<file path="src/rtl/fp_sign_pkg.sv">
// fp_sign_pkg: shared op encoding, format widths and sign-index helper for the sign-application stage
package fp_sign_pkg;
    typedef enum logic [1:0] {
        SIGN_COPY   = 2'd0,
        SIGN_NEG    = 2'd1,
        SIGN_XOR    = 2'd2,
        SIGN_SETNEG = 2'd3
    } sign_op_e;

    localparam int HALF_BITS   = 16;
    localparam int SINGLE_BITS = 32;

    function automatic int sign_idx(input string prec);
        return (prec == "SINGLE") ? SINGLE_BITS - 1 : HALF_BITS - 1;
    endfunction
endpackage

</file>
<file path="src/rtl/fp_skid_buf.sv">
// fp_skid_buf: 2-entry valid/ready register slice (output register plus one skid entry)
//   clk, rst_n         : clock, synchronous active-low reset
//   in_valid/in_ready  : upstream handshake, in_data payload
//   out_valid/out_ready: downstream handshake, out_data payload (registered)
module fp_skid_buf #(
    parameter int W = 16
) (
    input  logic         clk,
    input  logic         rst_n,
    input  logic         in_valid,
    output logic         in_ready,
    input  logic [W-1:0] in_data,
    output logic         out_valid,
    input  logic         out_ready,
    output logic [W-1:0] out_data
);
    logic         r_or_valid;
    logic [W-1:0] r_or_data;
    logic         r_sk_full;
    logic [W-1:0] r_sk_data;
    logic         r_in_ready;
    logic         w_acc;
    logic         w_con;
    logic         w_sk_nxt;

    assign in_ready  = r_in_ready;
    assign out_valid = r_or_valid;
    assign out_data  = r_or_data;

    // A beat spills into the skid entry only when the output register is held this cycle;
    // a consume with the skid full drains it (no accept can coincide since in_ready is low).
    always_comb begin
        w_acc    = in_valid & r_in_ready;
        w_con    = r_or_valid & out_ready;
        w_sk_nxt = (w_con & r_sk_full) ? 1'b0 : (w_acc & r_or_valid & ~w_con) ? 1'b1 : r_sk_full;
    end

    always_ff @(posedge clk) begin
        if (!rst_n) begin
            r_or_valid <= 1'b0;
            r_or_data  <= '0;
            r_sk_full  <= 1'b0;
            r_sk_data  <= '0;
            r_in_ready <= 1'b0;
        end else begin
            r_in_ready <= ~w_sk_nxt;
            r_sk_full  <= w_sk_nxt;
            if (w_con && r_sk_full) begin
                r_or_data <= r_sk_data;
            end else if (w_acc && (!r_or_valid || w_con)) begin
                r_or_data  <= in_data;
                r_or_valid <= 1'b1;
            end else if (w_con) begin
                r_or_valid <= 1'b0;
            end
            if (w_acc && r_or_valid && !w_con) r_sk_data <= in_data;
        end
    end
endmodule

</file>
<file path="src/rtl/fp_sign_apply.sv">
// fp_sign_apply: applies a sign (copy/negate/xor/force-negative) to a HALF or SINGLE float on a valid/ready stream
//   clk, rst_n          : clock, synchronous active-low reset
//   in_valid/in_ready   : input handshake; in_a value, in_b sign source (MSB only), in_op operation
//   out_valid/out_ready : output handshake; out_data signed result, one cycle after accept
module fp_sign_apply
    import fp_sign_pkg::*;
#(
    parameter int    BITS      = 16,
    parameter string PRECISION = "HALF"
) (
    input  logic            clk,
    input  logic            rst_n,
    input  logic            in_valid,
    output logic            in_ready,
    input  logic [BITS-1:0] in_a,
    input  logic [BITS-1:0] in_b,
    input  logic [1:0]      in_op,
    output logic            out_valid,
    input  logic            out_ready,
    output logic [BITS-1:0] out_data
);
    generate
        if (!((PRECISION == "HALF" || PRECISION == "SINGLE") && BITS == sign_idx(PRECISION) + 1)) begin : g_bad_params
            $error("fp_sign_apply: BITS must be 16 for HALF or 32 for SINGLE");
        end
    endgenerate

    sign_op_e        w_op;
    logic            w_sign;
    logic [BITS-1:0] w_res;
    logic            w_unused;

    // Only the sign bit of in_b carries information.
    assign w_unused = ^in_b[BITS-2:0];

    // NaN/Inf/zero/subnormal are not special: the sign is applied unconditionally.
    always_comb begin
        w_op   = sign_op_e'(in_op);
        w_sign = (w_op == SIGN_COPY) ? in_b[BITS-1] :
                 (w_op == SIGN_NEG)  ? ~in_a[BITS-1] :
                 (w_op == SIGN_XOR)  ? (in_a[BITS-1] ^ in_b[BITS-1]) : 1'b1;
        w_res  = {w_sign, in_a[BITS-2:0]};
    end

    fp_skid_buf #(.W(BITS)) u_skid (
        .clk       (clk),
        .rst_n     (rst_n),
        .in_valid  (in_valid),
        .in_ready  (in_ready),
        .in_data   (w_res),
        .out_valid (out_valid),
        .out_ready (out_ready),
        .out_data  (out_data)
    );
endmodule

</file>
<file path="config.mk">
export PLATFORM = sky130hd
export DESIGN_NAME = fp_sign_apply
export DESIGN_NICKNAME = d
export VERILOG_FILES = /design/src/rtl/fp_sign_pkg.sv /design/src/rtl/fp_skid_buf.sv /design/src/rtl/fp_sign_apply.sv
export SDC_FILE = /design/constraint.sdc
export NUM_CORES = 1
export LEC_CHECK = 0
export ABC_CLOCK_PERIOD_IN_PS = 1800
export CAP_MARGIN = 20
export CORE_MARGIN = 3
export CORE_UTILIZATION = 25
export DETAILED_ROUTE_END_ITERATION = 16
export GPL_TIMING_DRIVEN = 0
export HOLD_SLACK_MARGIN = 0.02
export SYNTH_ARGS = -nofsm -noshare
export SYNTH_HDL_FRONTEND = slang
export SYNTH_HIERARCHICAL = 1
export SYNTH_SLANG_ARGS = --single-unit
</file>
<file path="constraint.sdc">
create_clock -name clk -period 1.8 [get_ports clk]
set_input_delay 0.18 -clock clk [delete_from_list [all_inputs] [get_ports clk]]
set_output_delay 0.18 -clock clk [all_outputs]
set_load 0.02 [all_outputs]
</file>
### Word level (Yosys, flattened, before mapping)

Cells that the tools add are included.

* equality and inequality tests: 2
* mux-type cells: 9
* bitwise gates (word level): 10
* reduce and logical (&&, ||, !) cells: 11

Operator list (count)
* $mux W16: 2
* $mux W1: 7
* $and A1 B1 Y1: 5
* $logic_and A1 B1 Y1: 4
* $not A1 Y1: 4
* $reduce_bool A2 Y1: 2
* $eq A2 B1 Y1 const B: 1
* $eq A2 B2 Y1 const B: 1
* $logic_not A1 Y1: 2
* $logic_not A2 Y1: 1
* $reduce_and A2 Y1: 1
* $logic_or A1 B1 Y1: 1
* $xor A1 B1 Y1: 1

* flip-flop bits (word level): 35
* bits of input ports: 38
* output and inout port bits: 18
* logic and storage cells: 37

### Longest topological paths before layout

Gate-level depths: netlist (run 1).

* word-level depth: 6
* depth in mapped cells: 5
* gate-level depth less buffers: 5

### By module

Netlist (run 1), hierarchy kept.

By module, submodules not included
* fp_skid_buf: times used 1, cells an instance 177, area an instance 1569.0 um^2, seq. area each 700.7 um^2
* fp_sign_apply: times used 1, cells an instance 5, area an instance 30.0 um^2, seq. area each 0.0 um^2

### Worst setup path after synthesis (run 1)

Ideal clock, no wire load.

* kind: flip-flop to flip-flop
* from: reg u_skid.r_in_ready, in the netlist u_skid/in_ready
* to: reg u_skid.r_sk_data[1]
* setup time: 0.141 ns
* arrival: 1.170 ns
* required time: 1.659 ns
* path slack: 0.490 ns
* cell stages (with the launch flop): 6
* buffers on the path: 2
* clock period less this slack: 1.310 ns
* cells stage by stage: dfxtp_1 buf_2 nand4b_2 buf_2 nand2_1 a21oi_2

* longest elaborated chain between the ends: 3

RTL lines
* start, declared: line fp_skid_buf.sv:21 `logic r_in_ready;`
* start signal, assigned: line fp_skid_buf.sv:46 `r_in_ready <= ~w_sk_nxt;`
* $and A1 B1 Y1: line fp_skid_buf.sv:33 `w_acc = in_valid & r_in_ready;`
* $logic_and A1 B1 Y1 (2 in series): line fp_skid_buf.sv:56 `if (w_acc && r_or_valid && !w_con) r_sk_data <= in_data;`
* end signal, assigned: line fp_skid_buf.sv:56
* end, declared: line fp_skid_buf.sv:20 `logic [W-1:0] r_sk_data;`

Every way passes these cells.
A chain may end at the register's enable or synchronous reset.

### Worst setup path in the final report (run 1)

* from: reg u_skid.r_or_valid, in the netlist u_skid/out_valid
* to: out out_valid

RTL lines
* start, declared: line fp_skid_buf.sv:17 `logic r_or_valid;`
* start signal, assigned: line fp_skid_buf.sv:40 `r_or_valid <= 1'b0;`
* start signal, assigned: line fp_skid_buf.sv:52 `r_or_valid <= 1'b1;`
* start signal, assigned: line fp_skid_buf.sv:54 `r_or_valid <= 1'b0;`
* end, declared: line fp_sign_apply.sv:18 `output logic out_valid,`

No word-level cell between the ends.

==> results of run 1 <==
[layout by cell type (no fill, tap or decap), types with 2 or more instances in the layout]
| master | synthesis | final |
|---|---|---|
| dfxtp_1 | 35 | 35 |
| buf_2 | 4 | 4 |
| a21oi_2 | 10 | 10 |
| clkbuf_1 | 4 | 5 |
| nand2_1 | 38 | 38 |
| clkdlybuf4s50_1 | 0 | 40 |
| a21oi_1 | 7 | 7 |
| o21ai_0 | 16 | 16 |
| clkbuf_8 | 0 | 7 |
| nor2_1 | 3 | 3 |
| buf_4 | 2 | 2 |
| nand2_2 | 10 | 10 |
| a31oi_1 | 16 | 16 |
| o2111ai_1 | 16 | 16 |
| buf_6 | 5 | 5 |
[report_power, final]
| part | internal [mW] | total (mW) | switching [mW] | leakage (nW) |
|---|---|---|---|---|
| logic | 0.119 | 0.250 | 0.131 | 0.359 |
| clock network | 0.349 | 0.623 | 0.274 | 0.0515 |
| registers | 0.798 | 0.812 | 0.0139 | 0.284 |
[worst min-delay path: cells and delay by family (launching register included)]
family / cells / cell delay (ps)
DFF: 1 / 310
and+or+nand+nor: 1 / 50
AOI/OAI and AO/OA: 1 / 50
[state kept, by name, indices dropped and copies added, names as in the netlist]
name	cells
u_skid/r_sk_data	16
u_skid/r_sk_full	1
u_skid/out_data	16
u_skid/in_ready	1
u_skid/out_valid	1
[layout make-up]
cell class / count / area share (%)
tap: 75 / 4.278
sequential: 35 / 31.95
inverter: 2 / 0.3423
clock buffer: 8 / 4.564
buffer: 17 / 5.933
timing repair buffer: 40 / 18.25
multi-input combinational: 128 / 34.68
[per-layer routing]
layer,routed length (um),vias up,part of all wire [%]
li1,-,752,-
met1,2055,716,46
met2,2053,37,46
met3,264,8,6.0
met4,57,0,1.3
met5,0,-,0
[through the flow]
| stage | hold WS [ps] | utilization (%) | cells | total power, mW |
|---|---|---|---|---|
| floorplan | 301.7 | - | 182 | 0.9488 |
| global placement | 442.0 | 34.54 | 297 | 1.079 |
| detailed placement | 448.1 | 34.54 | 297 | 1.080 |
| CTS | 458.0 | 36.19 | 305 | 1.703 |
| global route | 475.5 | 36.19 | 305 | 1.756 |
| finish | 457.6 | 36.19 | 305 | 1.685 |
[cell families after synthesis]
| logic type | count (synthesis) |
|---|---|
| AOI/OAI and AO/OA | 70 |
| buffers and inverters | 19 |
| and+or+nand+nor | 58 |
| DFF | 35 |
[worst max path at each step]
stage	cells after the start	endpoint	slack (ps)	from
after floorplan	5	u_skid/r_sk_data[1]	490	u_skid/in_ready
after global placement	5	u_skid/out_data[15]	160	in_valid
after detailed placement	6	u_skid/out_data[14]	150	in_valid
after CTS	1	out_valid	180	u_skid/out_valid
after global routing	1	out_valid	140	u_skid/out_valid
final	1	out_valid	210	u_skid/out_valid
==> summary.md, run 1 <==
| Metric | Value |
|---|---|
| GR Util met1 | `16.70%` |
| Adder-Cell Fraction of Synth Area | `0%` |
| Final ANT Viol Nets | `0` |
| Yosys warns | `6` |
| Max-cap viol count | `0` |
| Post-synth top cells | `nand2_1 (38), dfxtp_1 (35), a31oi_1 (16), o2111ai_1 (16), o21ai_0 (16)` |
| Dpl cell area | `2093 um2` |
| Initial Util | `a little over a quarter` |
| WP data required | `roughly 1600 ps` |
| Largest family of logic cells by synthesized area | `compound AO/OA/AOI/OAI gates` |
| Die H | `roughly 86 um` |
| Min Tclk post-route | `roughly 1600 ps` |
| Worst reg-to-reg setup slack | `about 400 ps` |
| Synthesized instance count | `between 150 and 200` |
| Post-synthesis sequential area ratio | `a little over two fifths` |
| CTS buffer count | `5` |
| Syn_nets | `220` |
| Relative slew slack | `a little over half` |
| Area grow syn2layout | `37.17%` |
| Critical Path Sink Type | `output pin` |
| Mux contribution to synthesized area | `0%` |
| Global-route wire length before repair | `7.334 mm` |
| # Post-CTS Setup Buffers | `0` |
| Yosys top cell area share | `a little over two fifths` |
| Fin Setup TNS | `0 ps` |
| Unique masters post-synth | `29` |
| Met2 GRT Util | `19.48%` |
| Share of cells above drive strength 1 | `a little under a fifth` |
| Initial antenna violation count | `0` |
| CP max-delay cell | `clkdlybuf4s50_1` |
| Final Cell Area | `2193 um2` |
| Synth Area in Simple Gates | `17.06%` |
| Slowest stage delay, CP | `~660 ps` |
| Unrepaired setup endpoints after global routing | `no` |
| Leakage | `a little under 0.7 nW` |
| Delay-heaviest family, CP | `buffers and inverters` |
| Worst r2r src | `u_skid/in_ready` |
| Grt ovf | `0` |
| Worst hold-check path type | `reg -> reg` |
| FF/Latch Area | `roughly 700 um2` |
| Startpoint types | `register` |
| Most area-hungry cell type in the Yosys netlist | `dfxtp_1` |
| Fill cells | `roughly 640` |
| Pre-CTS setup slack | `around 150 ps` |
| Routed vias | `1513` |
| PortBufs | `40` |
| Placer Congestion | `roughly 0.78` |
| Met3 global-route usage | `under 10%` |
| Largest net degree at the start of global routing | `11` |
| GRT Max-Usage Layer | `met2` |
| Worst-Margin Slew | `717.0 ps` |
| Vias in the first global route | `1467` |
| Worst Path Arrival | `around 1400 ps` |
| Rows | `28` |
| Seq cells post-synth | `35` |
| Synth Area in Compound Gates | `30.52%` |
| Final slew viol count | `0` |
| Mapped cell area | `1599 um2` |
| CP Class | `reg -> out` |
| Drt pass-1 iters | `4` |
| Fmax | `~630 MHz` |
| Nets | `267` |
| Drt via density | `4.961` |
| Num ports | `56` |
| Most common cell in the netlist | `nand2_1` |
| Cts repair resizes | `0` |
| H-Tree Depth | `2` |
| Post-synth EDFFs | `0` |
| Synth area leaders | `dfxtp_1 (44%), nand2_1 (8.9%), o2111ai_1 (8.8%), a31oi_1 (6.3%), a21oi_2 (5.5%)` |
| Final worst setup slack | `209.6 ps` |
| Total core area | `~6100 um2` |
| Worst path cell trace | `clkdlybuf4s50_1` |
| CTS Root Cell | `clkbuf_8` |
| Hold buffers post-CTS | `0` |
| Hold_sp | `u_skid/r_sk_data[14]` |
| CTS Sinks | `35` |
| Buf/Inv on CP | `1` |
| Total Routing Usage GR | `about an eighth` |
| Clk_skew | `5.466 ps` |
| Routed WL | `between 4 and 5 mm` |
| Reg-to-Reg End | `u_skid/r_sk_data[2]` |
| Residual DRC | `0` |
| Syn Area/Cell | `8.786 um2` |
| Area of the multi-input gates | `around 760 um2` |
| Routed length per instance | `between 10 and 15 um` |
| Final setup violation count | `0` |
| Final worst-path cycle share | `between 80 and 90%` |
| Ys flop type | `dfxtp_1` |
| Die ar. | `between 7000 and 8000 um2` |
| Half-perimeter wire length after placement | `3.061 mm` |
| Result of the run | `complete, no violations` |
| Starting DRC count in detailed routing | `87` |
| # diodes | `0` |
| TritonCTS clock tree | `built` |
| Die width | `85.98 um` |
| Hold path depth | `2` |
| Clock Tree Buf Depth | `2` |
| Clock Pin Slew Worst Setup and Hold Paths | `70 ps` |
| Synth async-reset ratio | `0%` |
| WHS Endpoint | `u_skid/r_sk_data[14]` |
| R2r worst-path depth | `5` |
| Hold Fails Final Rpt | `0` |
| CP Max Fanout | `7` |
| Post-Synth XOR/XNOR Area | `0%` |
| PwrDens | `between 700 and 800 nW/um2` |
| Clock insertion delay at the later pin of the skew report | `about 280 ps` |
| Maximum vdd drop | `0.0004429 V` |
Note: power is estimated with default switching activity, not from simulation.
==> inputs of run 2 (changes only) <==
--- a/config.mk
+++ b/config.mk
@@ -7,7 +7,6 @@
 export LEC_CHECK = 0
 export ABC_CLOCK_PERIOD_IN_PS = 1800
 export CAP_MARGIN = 20
-export CORE_MARGIN = 3
 export CORE_UTILIZATION = 25
 export DETAILED_ROUTE_END_ITERATION = 16
 export GPL_TIMING_DRIVEN = 0
==> run 2 against run 1 <==
Compared with the run above: first-iteration DRC count up 21%; worst hold slack worse by 2.3 ps; largest power group unchanged; global-route usage up 2.2 points; maximum frequency up 0.33%; sequential share of layout area up 0.41 points; non-clock buffer count unchanged; largest cell class unchanged; worst setup slack better by 5.3 ps; wire length up 1.6%; die area down 9.1%; critical path type unchanged.
==> summary.md, run 2 (same netlist as run 1, synthesis figures left out) <==
| Metric | Value |
|---|---|
| Result of the run | `complete, no violations` |
| Share of cells above drive strength 1 | `between 15 and 20%` |
| Fill cells | `~650` |
| PwrDens | `~730 nW/um2` |
| Worst r2r src | `u_skid/out_valid` |
| Vias in the first global route | `1448` |
| CTS Sinks | `35` |
| WHS Endpoint | `u_skid/r_sk_data[12]` |
| Rows | `28` |
| Fmax | `between 600 and 700 MHz` |
| CTS Root Cell | `clkbuf_8` |
| Clk_skew | `about 2.4 ps` |
| Largest net degree at the start of global routing | `11` |
| Num ports | `56` |
| Starting DRC count in detailed routing | `about 110` |
| Drt via density | `just over 5` |
| Placer Congestion | `a little under 0.8` |
| Most frequent cells in the layout | `clkdlybuf4s50_1 (40), nand2_1 (38), dfxtp_1 (35)` |
| Leakage | `a little under 0.7 nW` |
| Global-route wire length before repair | `7.245 mm` |
| Fin Setup TNS | `0 ps` |
| Total core area | `6061 um2` |
| CP max-delay cell | `clkdlybuf4s50_1` |
| Worst hold-check path type | `reg -> reg` |
| CTS buffer count | `5` |
| Hold_sp | `u_skid/r_sk_data[12]` |
| Worst-Margin Slew | `between 700 and 800 ps` |
| Relative slew slack | `between 50% and 60%` |
| Drt pass-1 iters | `4` |
| FF/Latch Area | `between 700 and 800 um2` |
| Initial antenna violation count | `0` |
| Die H | `81.98 um` |
| Critical Path Sink Type | `output pin` |
| # Post-CTS Setup Buffers | `0` |
| Final Cell Area | `between 2000 and 2500 um2` |
| Dpl cell area | `around 2100 um2` |
| Worst Path Arrival | `about 1400 ps` |
| R2r worst-path depth | `4` |
| Total Routing Usage GR | `roughly 15%` |
| Die width | `just over 80 um` |
| Cts repair resizes | `0` |
| Residual DRC | `0` |
| Tot Pwr | `~1.6 mW` |
| Reg-to-Reg End | `u_skid/out_data[15]` |
| Die ar. | `~6700 um2` |
| Final core occ | `35.73%` |
| WP data required | `1620 ps` |
| Nets | `approximately 270` |
| H-Tree Depth | `2` |
| Final setup violation count | `0` |
| Half-perimeter wire length after placement | `3.057 mm` |
| PortBufs | `40` |
| Clock insertion delay at the later pin of the skew report | `approximately 280 ps` |
| Buf/Inv on CP | `1` |
| Clock Tree Buf Depth | `2` |
| Final ANT Viol Nets | `0` |
| TritonCTS clock tree | `built` |
| Final slew viol count | `0` |
| Routed vias | `between 1500 and 2000` |
| Final worst-path cycle share | `88.06%` |
| Delay-heaviest family, CP | `buffers and inverters` |
| Number of cells after detailed placement | `roughly 300` |
| # diodes | `0` |
| Worst reg-to-reg setup slack | `approximately 360 ps` |
| Unrepaired setup endpoints after global routing | `no` |
| Final worst setup slack | `214.9 ps` |
| Maximum vdd drop | `a little over 0.0003 V` |
| CP Class | `reg -> out` |
| Hold Fails Final Rpt | `0` |
| Grt ovf | `0` |
| Startpoint types | `register` |
| Clock Pin Slew Worst Setup and Hold Paths | `roughly 70 ps` |
| Max-cap viol count | `0` |
| Commonest non-fill, non-tap cell in the layout | `clkdlybuf4s50_1` |
| Worst hold margin | `about 460 ps` |
| CP Max Fanout | `7` |
| Pre-CTS setup slack | `roughly 120 ps` |
| Routed length per instance | `~15 um` |
| Final std cells w/o fill | `slightly above 300` |
| Area of the multi-input gates | `roughly 760 um2` |
| Hold buffers post-CTS | `0` |
| Min Tclk post-route | `1585 ps` |
| Slowest stage delay, CP | `about 660 ps` |
| Worst path cell trace | `clkdlybuf4s50_1` |
| Area grow syn2layout | `35.45%` |
| Hold path depth | `2` |
| Routed WL | `approximately 4.5 mm` |
| Initial Util | `26.38%` |
[run 2: changes by cell type in the layout (fill, tap and decap cells not counted), sizes merged]
cell / before / now
clkbuf: 12 / 10
[run 2: worst register-to-register path, delay by kind of cell (launching register included)]
kind,cells,cell delay (ps)
compound gates,2,390
buf+inv,2,590
flops,1,380
[run 2: cell type report]
class                   count  share of cell area [%]
flip-flops and latches     35                   32.35
multi-input cells         128                   35.12
clock buffers               6                   3.351
well taps                  75                   4.333
inverters                   2                  0.3466
plain buffers              17                   6.008
repair buffers             40                   18.49
[run 2: worst max path at each step]
| stage | from | end | slack (ps) | cells past startpoint |
|---|---|---|---|---|
| 2_1_floorplan | u_skid/in_ready | u_skid/r_sk_data[1] | 490 | 5 |
| 3_3_place_gp | in_valid | u_skid/out_data[15] | 140 | 5 |
| 3_5_place_dp | in_valid | u_skid/out_data[15] | 120 | 5 |
| 4_1_cts | u_skid/out_valid | out_valid | 190 | 1 |
| 5_1_grt | u_skid/out_valid | out_valid | 150 | 1 |
| 6_report | u_skid/out_valid | out_valid | 210 | 1 |
[run 2: power by group]
part           internal (mW)  total (mW)  switching, mW
registers              0.798       0.812         0.0137
logic                  0.119       0.252          0.133
clock network          0.258       0.525          0.267
[run 2: layer usage]
layer | track usage, % | wire length [um] | vias up
met4 | 6.491 | 53 | 0
met1 | 18.88 | 1966 | 712
li1 | - | - | 756
met5 | 0 | 0 | -
met3 | 3.333 | 327 | 5
met2 | 23.55 | 2156 | 58
